[config.mk]
export PLATFORM = sky130hd
export DESIGN_NAME = pi_result_reader_flat
export DESIGN_NICKNAME = d
export VERILOG_FILES = /design/src/rtl/pi_result_reader_pkg.sv /design/src/rtl/pi_result_reader_if.sv /design/src/rtl/pi_result_reader_div.sv /design/src/rtl/pi_result_reader.sv /design/src/flat_wrapper.sv
export SDC_FILE = /design/constraint.sdc
export NUM_CORES = 1
export LEC_CHECK = 0
export CAP_MARGIN = 25
export CORE_ASPECT_RATIO = 0.7
export CORE_MARGIN = 1.5
export CORE_UTILIZATION = 62
export DETAILED_ROUTE_END_ITERATION = 6
export GPL_TIMING_DRIVEN = 0
export PLACE_DENSITY_LB_ADDON = 0.05
export SLEW_MARGIN = 20
export SYNTH_ARGS = -nofsm -noshare
export SYNTH_HDL_FRONTEND = slang
export SYNTH_SLANG_ARGS = --single-unit
[constraint.sdc]
create_clock -name clk -period 5.2 [get_ports clk]
set_input_delay 0.78 -clock clk [delete_from_list [all_inputs] [get_ports clk]]
set_output_delay 0.78 -clock clk [all_outputs]
set_load 0.02 [all_outputs]
[src/rtl/pi_result_reader_pkg.sv]
// Shared types and constants for the pi result reader.
// Holds the FSM state enum, the Q2.6 saturation value and the divider length formula.
package pi_reader_pkg;

    typedef enum logic [2:0] {
        IDLE,
        SEL_TOT,
        CAP_TOT,
        SEL_HIT,
        CAP_HIT,
        DIV,
        HOLD
    } state_e;

    localparam logic [7:0] Q26_SAT = 8'hFF;

    // Quotient width and divider cycle count: 8 hit bits plus the shift.
    function automatic int div_cycles(input int total_shift);
        return 8 + total_shift;
    endfunction

    localparam int DIV_N_DEFAULT = div_cycles(7);

endpackage

[src/rtl/pi_result_reader_if.sv]
// Estimator bus and result handshake bundle for pi_result_reader.
// master: reader side (drives sel/busy/result/result_valid/div_zero); slave: environment side.
interface pi_result_reader_if;

    logic       start;
    logic [7:0] bus_in;
    logic       sel;
    logic       busy;
    logic [7:0] result;
    logic       result_valid;
    logic       result_ready;
    logic       div_zero;

    modport master (
        input  start,
        input  bus_in,
        input  result_ready,
        output sel,
        output busy,
        output result,
        output result_valid,
        output div_zero
    );

    modport slave (
        output start,
        output bus_in,
        output result_ready,
        input  sel,
        input  busy,
        input  result,
        input  result_valid,
        input  div_zero
    );

endinterface

[src/rtl/pi_result_reader_div.sv]
// pi_serial_div: N-cycle restoring divider, one quotient bit per cycle, MSB first.
// Ports: clk, rst, load_i, num_i[N], den_i[8] (held stable while running), done_o, quot_o[N].
module pi_serial_div #(
    parameter int N = 15
) (
    input  logic         clk,
    input  logic         rst,
    input  logic         load_i,
    input  logic [N-1:0] num_i,
    input  logic [7:0]   den_i,
    output logic         done_o,
    output logic [N-1:0] quot_o
);

    localparam int CW = $clog2(N);

    logic          act_q, act_d;
    logic [CW-1:0] cnt_q, cnt_d;
    logic [7:0]    rem_q, rem_d;
    // Numerator bits shift out the top while quotient bits shift in the bottom.
    logic [N-1:0]  sh_q, sh_d;

    logic [8:0] acc;
    logic [7:0] diff;
    logic       ge;

    assign acc  = {rem_q, sh_q[N-1]};
    assign ge   = acc >= {1'b0, den_i};
    // When ge holds the true difference is below den_i, so 8 bits suffice.
    assign diff = acc[7:0] - den_i;

    always_comb begin
        act_d = act_q;
        cnt_d = cnt_q;
        rem_d = rem_q;
        sh_d  = sh_q;
        if (load_i) begin
            act_d = 1'b1;
            cnt_d = '0;
            rem_d = '0;
            sh_d  = num_i;
        end else if (act_q) begin
            rem_d = ge ? diff : acc[7:0];
            sh_d  = {sh_q[N-2:0], ge};
            if (cnt_q == CW'(N - 1)) begin
                act_d = 1'b0;
            end else begin
                cnt_d = cnt_q + CW'(1);
            end
        end
    end

    always_ff @(posedge clk) begin
        if (rst) begin
            act_q <= 1'b0;
            cnt_q <= '0;
            rem_q <= '0;
            sh_q  <= '0;
        end else begin
            act_q <= act_d;
            cnt_q <= cnt_d;
            rem_q <= rem_d;
            sh_q  <= sh_d;
        end
    end

    // High in the cycle whose closing edge writes the last quotient bit.
    assign done_o = act_q && (cnt_q == CW'(N - 1));
    assign quot_o = sh_q;

endmodule

[src/rtl/pi_result_reader.sv]
// pi_result_reader: snapshots the estimator counter bus and presents hits*2^TOTAL_SHIFT/total as Q2.6.
// Ports: clk, rst (sync, active high), io (pi_result_reader_if.master). Option: PI_READER_AUTO_EN.
module pi_result_reader
    import pi_reader_pkg::*;
#(
    parameter int SETTLE_CYC  = 2,
    parameter int TOTAL_SHIFT = 7
) (
    input  logic                  clk,
    input  logic                  rst,
    pi_result_reader_if.master    io
);

    localparam int N = div_cycles(TOTAL_SHIFT);

    state_e     state_q, state_d;
    logic [3:0] cnt_q, cnt_d;
    logic [7:0] tot_q, tot_d;
    logic [7:0] res_q, res_d;
    logic       vld_q, vld_d;
    logic       dz_q, dz_d;

    logic         div_load;
    logic         div_done;
    logic [N-1:0] quot;
    logic [7:0]   sat_res;

    // The divider's shift register is the hit snapshot: it loads straight
    // from the bus on the CAP_HIT edge, so the divide starts without a gap.
    pi_serial_div #(.N(N)) u_div (
        .clk    (clk),
        .rst    (rst),
        .load_i (div_load),
        .num_i  ({io.bus_in, {TOTAL_SHIFT{1'b0}}}),
        .den_i  (tot_q),
        .done_o (div_done),
        .quot_o (quot)
    );

    assign sat_res = (|quot[N-1:8]) ? Q26_SAT : quot[7:0];

    always_comb begin
        state_d  = state_q;
        cnt_d    = cnt_q;
        tot_d    = tot_q;
        res_d    = res_q;
        vld_d    = vld_q;
        dz_d     = dz_q;
        div_load = 1'b0;
        unique case (state_q)
            IDLE: begin
                cnt_d = '0;
`ifdef PI_READER_AUTO_EN
                state_d = SEL_TOT;
`else
                if (io.start) begin
                    state_d = SEL_TOT;
                end
`endif
            end
            SEL_TOT: begin
                if (cnt_q == 4'(SETTLE_CYC - 1)) begin
                    cnt_d   = '0;
                    state_d = CAP_TOT;
                end else begin
                    cnt_d = cnt_q + 4'd1;
                end
            end
            CAP_TOT: begin
                tot_d   = io.bus_in;
                state_d = SEL_HIT;
            end
            SEL_HIT: begin
                if (cnt_q == 4'(SETTLE_CYC - 1)) begin
                    cnt_d   = '0;
                    state_d = CAP_HIT;
                end else begin
                    cnt_d = cnt_q + 4'd1;
                end
            end
            CAP_HIT: begin
                if (tot_q != 8'd0) begin
                    div_load = 1'b1;
                    state_d  = DIV;
                end else begin
                    state_d = HOLD;
                end
            end
            DIV: begin
                if (div_done) begin
                    state_d = HOLD;
                end
            end
            HOLD: begin
                // First HOLD cycle registers the result; then wait for ready.
                if (!vld_q) begin
                    vld_d = 1'b1;
                    if (tot_q == 8'd0) begin
                        res_d = Q26_SAT;
                        dz_d  = 1'b1;
                    end else begin
                        res_d = sat_res;
                        dz_d  = 1'b0;
                    end
                end else if (io.result_ready) begin
                    vld_d = 1'b0;
`ifdef PI_READER_AUTO_EN
                    state_d = SEL_TOT;
`else
                    state_d = IDLE;
`endif
                end
            end
            default: begin
                state_d = IDLE;
            end
        endcase
    end

    always_ff @(posedge clk) begin
        if (rst) begin
            state_q <= IDLE;
            cnt_q   <= '0;
            tot_q   <= '0;
            res_q   <= '0;
            vld_q   <= 1'b0;
            dz_q    <= 1'b0;
        end else begin
            state_q <= state_d;
            cnt_q   <= cnt_d;
            tot_q   <= tot_d;
            res_q   <= res_d;
            vld_q   <= vld_d;
            dz_q    <= dz_d;
        end
    end

    assign io.sel          = (state_q == SEL_HIT) || (state_q == CAP_HIT);
    assign io.busy         = (state_q != IDLE);
    assign io.result       = res_q;
    assign io.result_valid = vld_q;
    assign io.div_zero     = dz_q;

endmodule
[src/flat_wrapper.sv]
// flat-port wrapper written by rule: the top's interface ports become plain ports
module pi_result_reader_flat import pi_reader_pkg::*;
#(
    parameter int SETTLE_CYC  = 2,
    parameter int TOTAL_SHIFT = 7
)
  (clk, rst, io_start, io_bus_in, io_result_ready, io_sel, io_busy, io_result, io_result_valid, io_div_zero);
  pi_result_reader_if io_i ();
  input  logic clk;
  input  logic rst;
  input wire logic [$bits(io_i.start)-1:0] io_start;
  input wire logic [$bits(io_i.bus_in)-1:0] io_bus_in;
  input wire logic [$bits(io_i.result_ready)-1:0] io_result_ready;
  output wire logic [$bits(io_i.sel)-1:0] io_sel;
  output wire logic [$bits(io_i.busy)-1:0] io_busy;
  output wire logic [$bits(io_i.result)-1:0] io_result;
  output wire logic [$bits(io_i.result_valid)-1:0] io_result_valid;
  output wire logic [$bits(io_i.div_zero)-1:0] io_div_zero;
  assign io_i.start = io_start;
  assign io_i.bus_in = io_bus_in;
  assign io_i.result_ready = io_result_ready;
  assign io_sel = io_i.sel;
  assign io_busy = io_i.busy;
  assign io_result = io_i.result;
  assign io_result_valid = io_i.result_valid;
  assign io_div_zero = io_i.div_zero;
  pi_result_reader #(.SETTLE_CYC(SETTLE_CYC), .TOTAL_SHIFT(TOTAL_SHIFT)) u_core (.clk(clk), .rst(rst), .io(io_i));
endmodule
==> results of run 1 <==
layer usage:
metal / part of all wire, % / track usage [%] / routed length (um) / vias to the layer above
met3: 3.8 / 5.330 / 237 / 2
met5: 0 / 0 / 0 / -
li1: - / - / - / 1162
met1: 51 / 37.60 / 3157 / 1096
met4: 0.13 / 3.810 / 8 / 0
met2: 45 / 44.37 / 2775 / 37
critical path: stages (launching register included):
cell	delay, ps
dfxtp_1	330
buf_4	150
inv_1	70
nor2_1	140
nand2_1	70
o21ai_0	90
clkdlybuf4s50_1	630
placed cells by master (no fill, tap or decap), types with 5 or more instances in the layout:
cell and instances:
dfxtp_1 53, o221a_2 8, o21ai_0 10, inv_1 15, nor2_1 47, a21oi_1 25, clkbuf_8 6, a211oi_1 13
clkdlybuf4s50_1 22, nand2b_1 5, mux2i_1 20, nand3_1 7, nand2_1 10, clkbuf_1 6, buf_2 5, nand3b_1 5
ha_1 12
through the flow:
| step | setup WS [ps] | hold WS [ps] |
|---|---|---|
| 2_1_floorplan | 3367 | 451.2 |
| 3_3_place_gp | 3021 | 471.0 |
| 3_5_place_dp | 2999 | 478.2 |
| 4_1_cts | 2633 | 502.5 |
| 5_1_grt | 2532 | 533.0 |
| 6_report | 2633 | 503.8 |
layout make-up:
| cell class | instances | share of cell area [%] |
|---|---|---|
| buffer | 17 | 3.029 |
| clock buffer | 6 | 2.596 |
| clock inverter | 2 | 1.180 |
| inverter | 15 | 1.770 |
| multi-input combinational | 224 | 48.98 |
| sequential | 53 | 33.36 |
| tap | 55 | 2.164 |
| timing repair buffer | 22 | 6.924 |
state kept, by name, indices dropped and copies added (netlist names):
name,cells
u_core.cnt_q,4
u_core.io.div_zero,1
u_core.io.result,8
u_core.io.result_valid,1
u_core.state_q,3
u_core.tot_q,8
u_core.u_div.act_q,1
u_core.u_div.cnt_q,4
u_core.u_div.quot_o,15
u_core.u_div.rem_q,8
logic make-up (layout without fill, tap and decap cells):
family	Yosys count	in the layout	share of synthesized area, %
adder cells (fa/ha/maj)	13	13	6.140
buffers and inverters	32	62	5.508
flip-flops	53	53	38.28
multiplexers	20	20	7.223
AO/OA/AOI/OAI	78	78	19.68
AND/OR/NAND/NOR	107	107	21.26
XOR/XNOR	6	6	1.896
worst max-delay path by stage:
stage                                         from      to  slack (ps)  cells past startpoint
finish              u_core.state_q[0]$_SDFFE_PP0P_  io_sel        2630                      6
global route        u_core.state_q[0]$_SDFFE_PP0P_  io_sel        2530                      6
detailed placement  u_core.state_q[0]$_SDFFE_PP0P_  io_sel        3000                      6
CTS                 u_core.state_q[0]$_SDFFE_PP0P_  io_sel        2630                      6
floorplan           u_core.state_q[0]$_SDFFE_PP0P_  io_sel        3370                      3
global placement    u_core.state_q[0]$_SDFFE_PP0P_  io_sel        3020                      6
where the power goes:
| part | total (mW) | switching, mW | leakage (nW) | internal (mW) |
|---|---|---|---|---|
| logic | 0.477 | 0.269 | 0.730 | 0.208 |
| clock network | 0.295 | 0.138 | 0.0574 | 0.157 |
| registers | 0.446 | 0.0164 | 0.428 | 0.430 |
| total | 1.22 | 0.424 | 1.21 | 0.794 |
==> out/summary.txt, run 1 <==
WORST SETUP PATH
--------------------------------------------------------------------------------------
Setup slack on the worst flop-to-flop path                                     3170 ps
Endpoint of the worst register-to-register path                           u_core.u_div.rem_q[6]$_SDFFE_PP0P_
Worst-path maximum fanout                                                            9
Category of the critical setup timing path                                flop to output pin
Data arrival time of the critical path                                         1790 ps
Critical Path Start Type                                                          flop
Category of the worst setup path capture point                              output pin
Origin of the critical flop-to-flop path                                  u_core.u_div.quot_o[14]$_SDFFE_PP0P_
Worst endpoint required time                                                   4420 ps
Worst-case reg-to-reg path depth                                                     8

GRT
--------------------------------------------------------------------------------------
Maximum number of pins on one net before global-route repair                        17
Antenna violations before repair                                                     0
Global-route wire length before repair                                        10500 um
Vias in the first global route                                                    2247
Global route overflow                                                                0
Total global-route track usage                                                  26.75%

FLOORPLANNING
--------------------------------------------------------------------------------------
Count of pins on the block boundary                                                 24
Core Footprint                                                            0.004304 mm2
Die X-Extent                                                                  82.91 um
Die area                                                                  0.004886 mm2
Total number of placement rows                                                      20
Effective utilization at floorplan                                              64.39%
Vert. Die Dim                                                                 58.94 um

ROUTING
--------------------------------------------------------------------------------------
Vias per cell                                                                    5.830
Via count                                                                         2297
Router iterations before antenna repair                                              4
Number of routed nets with antenna violations                                        0
Average wire length per cell after detail routing                             15.68 um
Iteration-0 DRC Markers                                                            132
DRC errors left                                                                      0
Sum of routed wire length over all layers                                      6179 um

CLOCKING
--------------------------------------------------------------------------------------
CTS hold repair buffers                                                              0
Clock buffers created by TritonCTS                                                   5
CTS-repair resized insts                                                             0
Clock latency of the later-clocked register in the worst-skew pair              310 ps
Count of clock tree sinks                                                           53
Clock tree from TritonCTS                                                          yes
Max Buffers Root-to-Sink                                                             2
Clock slew at the register clock pins of the worst setup and hold paths         100 ps
Clock H-tree levels                                                                  2
Post-CTS setup buffer count                                                          0
Clock Root Buffer                                                             clkbuf_8

STA
--------------------------------------------------------------------------------------
Final Cycle Share                                                               49.37%
RSZ-0062 raised after global routing                                                no
Finish-stage setup viols                                                             0
Transition time at the pin with the least slew margin                         601.1 ps
Maximum clock frequency                                                      389.6 MHz
Skew final                                                                    7.977 ps
Setup TNS after final layout                                                      0 ps
Post-layout minimum cycle time                                                 2567 ps
Relative slew margins                                                           59.69%
Number of pins exceeding their max-slew limit in the final report                    0
Hold Violations, Final                                                               0

LOGIC SYNTHESIS
--------------------------------------------------------------------------------------
Fraction of the yosys area taken by sequential cells                            38.28%
Top post-synthesis cells by area                                          dfxtp_1 38%, mux2i_1 7.2%, nor2_1 6.4%
Cell variety after synth                                                            54
Most frequent cell after synthesis                                             dfxtp_1
Avg Synthesized Cell Area                                                    8.969 um2
Most numerous cell types in the synthesized netlist                       53 x dfxtp_1, 47 x nor2_1, 25 x a21oi_1, 20 x mux2i_1, 15 x inv_1
Mapped cell area                                                          0.002771 mm2
Number of enable flip-flop cells after synthesis                                     0
Most instantiated flip-flop cell in the synthesis netlist                      dfxtp_1
Post-Syn Instances                                                                 309
Share of flip-flops with an asynchronous set or reset after synthesis               0%
Number of nets produced by synthesis                                               334
Cell type contributing the most total cell area after synthesis                dfxtp_1
Post-synthesis sequential element count                                             53
Area share of the leading cell type in the synthesized netlist                  38.28%
Number of synthesis warnings                                                         0

HOLD PATH
--------------------------------------------------------------------------------------
Worst Hold Endpoint                                                       u_core.u_div.rem_q[7]$_SDFFE_PP0P_
Type of the most critical hold path                                       flop to flop
Start point of the worst min-delay path                                   u_core.u_div.rem_q[7]$_SDFFE_PP0P_
Worst Hold Path Cells                                                                2

PLACEMENT
--------------------------------------------------------------------------------------
Global placement routability congestion                                         0.8572
Placed Cells incl. Taps                                                            386
Post-detailed-placement cell area                                         0.003060 mm2
Half-perimeter wire length after detailed placement                            4539 um
Buffers added on ports                                                              22

CELLS AND AREA
--------------------------------------------------------------------------------------
Area growth, synth to finish                                                    14.76%
Nets                                                                               363
Antenna cells                                                                        0
Register area                                                             0.001061 mm2
Area of all placed cells without fillers                                  0.003181 mm2
Fill count                                                                         350
Footprint of the multi-input gates                                        0.001558 mm2
Post-layout utilization of the core                                             73.90%
Non-filler cells in the finished layout                                            394
Share of layout cells above drive strength 1                                    12.98%

POWER AND IR DROP
--------------------------------------------------------------------------------------
PnR Total Power                                                               1.218 mW
Power per cell area                                                       383.0 mW/mm2
Maximum vdd drop                                                             0.2445 mV
Static Leakage                                                                1.215 nW

OUTCOME
--------------------------------------------------------------------------------------
Outcome                                                                   finished clean

FLOW RUN
--------------------------------------------------------------------------------------
Total of max-cap violations                                                          0

No activity file was read; power rests on OpenSTA's default activity.
==> run 2: changes to the inputs <==
--- a/config.mk
+++ b/config.mk
@@ -8,7 +8,7 @@
 export CAP_MARGIN = 25
 export CORE_ASPECT_RATIO = 0.7
 export CORE_MARGIN = 1.5
-export CORE_UTILIZATION = 62
+export CORE_UTILIZATION = 52
 export DETAILED_ROUTE_END_ITERATION = 6
 export GPL_TIMING_DRIVEN = 0
 export PLACE_DENSITY_LB_ADDON = 0.05
==> constraint.sdc (replaced) <==
create_clock -name clk -period 2.1 [get_ports clk]
set_input_delay 0.315 -clock clk [delete_from_list [all_inputs] [get_ports clk]]
set_output_delay 0.315 -clock clk [all_outputs]
set_load 0.02 [all_outputs]
==> run 2 against run 1 <==
Effect of this change: worst setup slack worse by 2500 ps; sequential share of layout area hardly changed; via count is 1.8% lower; wire length is 4.2% lower; critical path type unchanged; largest cell class unchanged.
==> out/summary.txt, run 2 (synthesis results as in run 1) <==
OUTCOME
--------------------------------------------------------------------------------------
Outcome                                                                   finished clean

GRT
--------------------------------------------------------------------------------------
Vias in the first global route                                                    2098   -6.6%
Antenna violations before repair                                                     0   unchanged
Maximum number of pins on one net before global-route repair                        18   +1
Total global-route track usage                                                  21.61%   -5.1 points
Global-route wire length before repair                                         9949 um   -5.3%
Global route overflow                                                                0   unchanged

CELLS AND AREA
--------------------------------------------------------------------------------------
Area growth, synth to finish                                                    14.90%
Max FFs per register                                                                15   unchanged
Most common library cell in the layout ignoring fill and taps                  dfxtp_1
Nets                                                                               363   unchanged
Footprint of the multi-input gates                                        0.001567 mm2   +0.56%
Register area                                                             0.001061 mm2   unchanged
Share of layout cells above drive strength 1                                    13.57%   +0.59 points
Antenna cells                                                                        0   unchanged
Fill count                                                                         474   +35%
Highest-count cells in the layout ignoring fill and taps                  53 x dfxtp_1, 47 x nor2_1, 24 x a21oi_1

WORST SETUP PATH
--------------------------------------------------------------------------------------
Worst-case reg-to-reg path depth                                                     8   unchanged
Worst-path maximum fanout                                                           10   +1
Endpoint of the worst register-to-register path                           u_core.u_div.rem_q[6]$_SDFFE_PP0P_
Category of the worst setup path capture point                              output pin
Origin of the critical flop-to-flop path                                  u_core.u_div.quot_o[14]$_SDFFE_PP0P_
Data arrival time of the critical path                                         1690 ps   -100 ps
Critical Path Start Type                                                          flop
Worst endpoint required time                                                   1780 ps   -2640 ps
Setup slack on the worst flop-to-flop path                                      110 ps   -3060 ps
Category of the critical setup timing path                                flop to output pin

CLOCKING
--------------------------------------------------------------------------------------
Max Buffers Root-to-Sink                                                             2   unchanged
Clock Root Buffer                                                             clkbuf_8
Clock H-tree levels                                                                  2   unchanged
CTS hold repair buffers                                                              0   unchanged
Clock latency of the later-clocked register in the worst-skew pair              300 ps   about the same
Clock slew at the register clock pins of the worst setup and hold paths         100 ps   about the same
Post-CTS setup buffer count                                                          0   unchanged
Clock buffers created by TritonCTS                                                   5   unchanged
Count of clock tree sinks                                                           53   unchanged
Clock tree from TritonCTS                                                          yes

FLOORPLANNING
--------------------------------------------------------------------------------------
Vert. Die Dim                                                                 64.08 um   +8.7%
Effective utilization at floorplan                                              53.55%   -11 points
Total number of placement rows                                                      22   +10%
Core Footprint                                                            0.005175 mm2   +20%
Count of pins on the block boundary                                                 24   unchanged
Die area                                                                  0.005784 mm2   +18%
Die X-Extent                                                                  90.26 um   +8.9%

HOLD PATH
--------------------------------------------------------------------------------------
Worst Hold Path Cells                                                                2   unchanged
Worst Hold Endpoint                                                       u_core.u_div.quot_o[7]$_SDFFE_PP0P_
Start point of the worst min-delay path                                            rst
Type of the most critical hold path                                       primary input to flop

POWER AND IR DROP
--------------------------------------------------------------------------------------
PnR Total Power                                                               2.877 mW   +140%
Static Leakage                                                                1.214 nW   about the same
Power per cell area                                                       903.4 mW/mm2   +140%
Maximum vdd drop                                                             0.4834 mV   +98%

ROUTING
--------------------------------------------------------------------------------------
Iteration-0 DRC Markers                                                             99   -25%
Sum of routed wire length over all layers                                      5922 um   -4.2%
Vias per cell                                                                    5.489   -5.8%
Average wire length per cell after detail routing                             14.41 um   -8.1%
Number of routed nets with antenna violations                                        0   unchanged
Router iterations before antenna repair                                              4   unchanged
DRC errors left                                                                      0   unchanged
Via count                                                                         2256   -1.8%

STA
--------------------------------------------------------------------------------------
Relative slew margins                                                           65.68%   +6.0 points
Skew final                                                                    7.579 ps   -0.3983 ps
Maximum clock frequency                                                      499.8 MHz
Setup TNS after final layout                                                      0 ps   unchanged
Final Cycle Share                                                               95.28%
Hold Violations, Final                                                               0   unchanged
RSZ-0062 raised after global routing                                                no
Transition time at the pin with the least slew margin                         510.1 ps   -90.93 ps
Post-layout minimum cycle time                                                 2001 ps
Finish-stage setup viols                                                             0   unchanged
Number of pins exceeding their max-slew limit in the final report                    0   unchanged

PLACEMENT
--------------------------------------------------------------------------------------
Buffers added on ports                                                              22   unchanged
Half-perimeter wire length after detailed placement                            4425 um   -2.5%
Global placement routability congestion                                         0.8268   -3.5%

FLOW RUN
--------------------------------------------------------------------------------------
Total of max-cap violations                                                          0   unchanged

run 2: changes by cell type in the layout (fill, tap and decap cells not counted):
cell and change:
clkinvlp_4 +2, a211oi_1 -1, a211oi_2 +1, a21oi_1 -1, a21oi_2 +1, bufinv_16 -1
clkbuf_8 -1, clkdlybuf4s50_1 -1, dlymetal6s2s_1 +1
run 2: power breakdown:
group	switching, mW	leakage, nW	internal, mW
registers	0.0406	0.428	1.06
logic	0.669	0.750	0.520
clock network	0.348	0.0364	0.235
total	1.06	1.21	1.82
run 2: final cells by class:
class,instances,share of cell area (%)
sequential,53,33.32
timing repair buffer,22,6.994
inverter,15,1.768
buffer,17,3.026
clock inverter,3,0.7073
tap,72,2.829
clock buffer,5,2.161
multi-input combinational,224,49.19
run 2: worst max path at each step:
stage,slack (ps),depth (start not counted),start,end
after floorplan,360,8,u_core.u_div.quot_o[14]$_SDFFE_PP0P_,u_core.u_div.rem_q[6]$_SDFFE_PP0P_
after global placement,120,8,u_core.u_div.quot_o[14]$_SDFFE_PP0P_,u_core.u_div.rem_q[6]$_SDFFE_PP0P_
after detailed placement,120,8,u_core.u_div.quot_o[14]$_SDFFE_PP0P_,u_core.u_div.rem_q[6]$_SDFFE_PP0P_
after CTS,40,6,u_core.state_q[0]$_SDFFE_PP0P_,io_sel
after global routing,20,8,u_core.u_div.quot_o[14]$_SDFFE_PP0P_,u_core.u_div.rem_q[6]$_SDFFE_PP0P_
final,100,3,u_core.state_q[2]$_SDFFE_PP0P_,io_busy
run 2: worst max-delay path: stages (launching register included):
cell and delay (ps):
dfxtp_1 320, buf_6 130, or3_4 390, clkdlybuf4s50_1 540
run 2: timing repair:
| item | CTS | global route |
|---|---|---|
| resized for setup | 0 | 3 |
| setup endpoints to repair | 0 | 3 |
| endpoints found under the hold margin | 0 | 0 |
run 2: through the flow:
| stage | hold slack, ps | utilization [%] | setup slack [ps] | cells | instance area [um2] |
|---|---|---|---|---|---|
| 4_1_cts | 406.4 | 61.32 | 35.12 | 411 | 3173 |
| 6_report | 412.1 | 61.53 | 99.14 | 411 | 3184 |
| 5_1_grt | 415.6 | 61.53 | 22.83 | 411 | 3184 |
| 2_1_floorplan | 451.2 | - | 358.1 | 309 | 2771 |
| 3_5_place_dp | 480.1 | 59.55 | 116.5 | 403 | 3082 |
| 3_3_place_gp | 471.6 | 59.55 | 118.4 | 403 | 3082 |
run 2: metal layers:
metal	track usage (%)	vias to the layer above	part of all wire, %
li1	-	1159	-
met1	32.96	1050	55
met2	31.53	40	39
met3	3.571	7	4.6
met4	5.159	0	0.78
met5	0	-	0
==> run 3: changes to the inputs <==
--- a/config.mk
+++ b/config.mk
@@ -12,6 +12,7 @@
 export DETAILED_ROUTE_END_ITERATION = 6
 export GPL_TIMING_DRIVEN = 0
 export PLACE_DENSITY_LB_ADDON = 0.05
+export SKIP_LAST_GASP = 1
 export SLEW_MARGIN = 20
 export SYNTH_ARGS = -nofsm -noshare
 export SYNTH_HDL_FRONTEND = slang
==> results of run 3 <==
The final DEF is identical to that of run 2; final timing and power are the same.
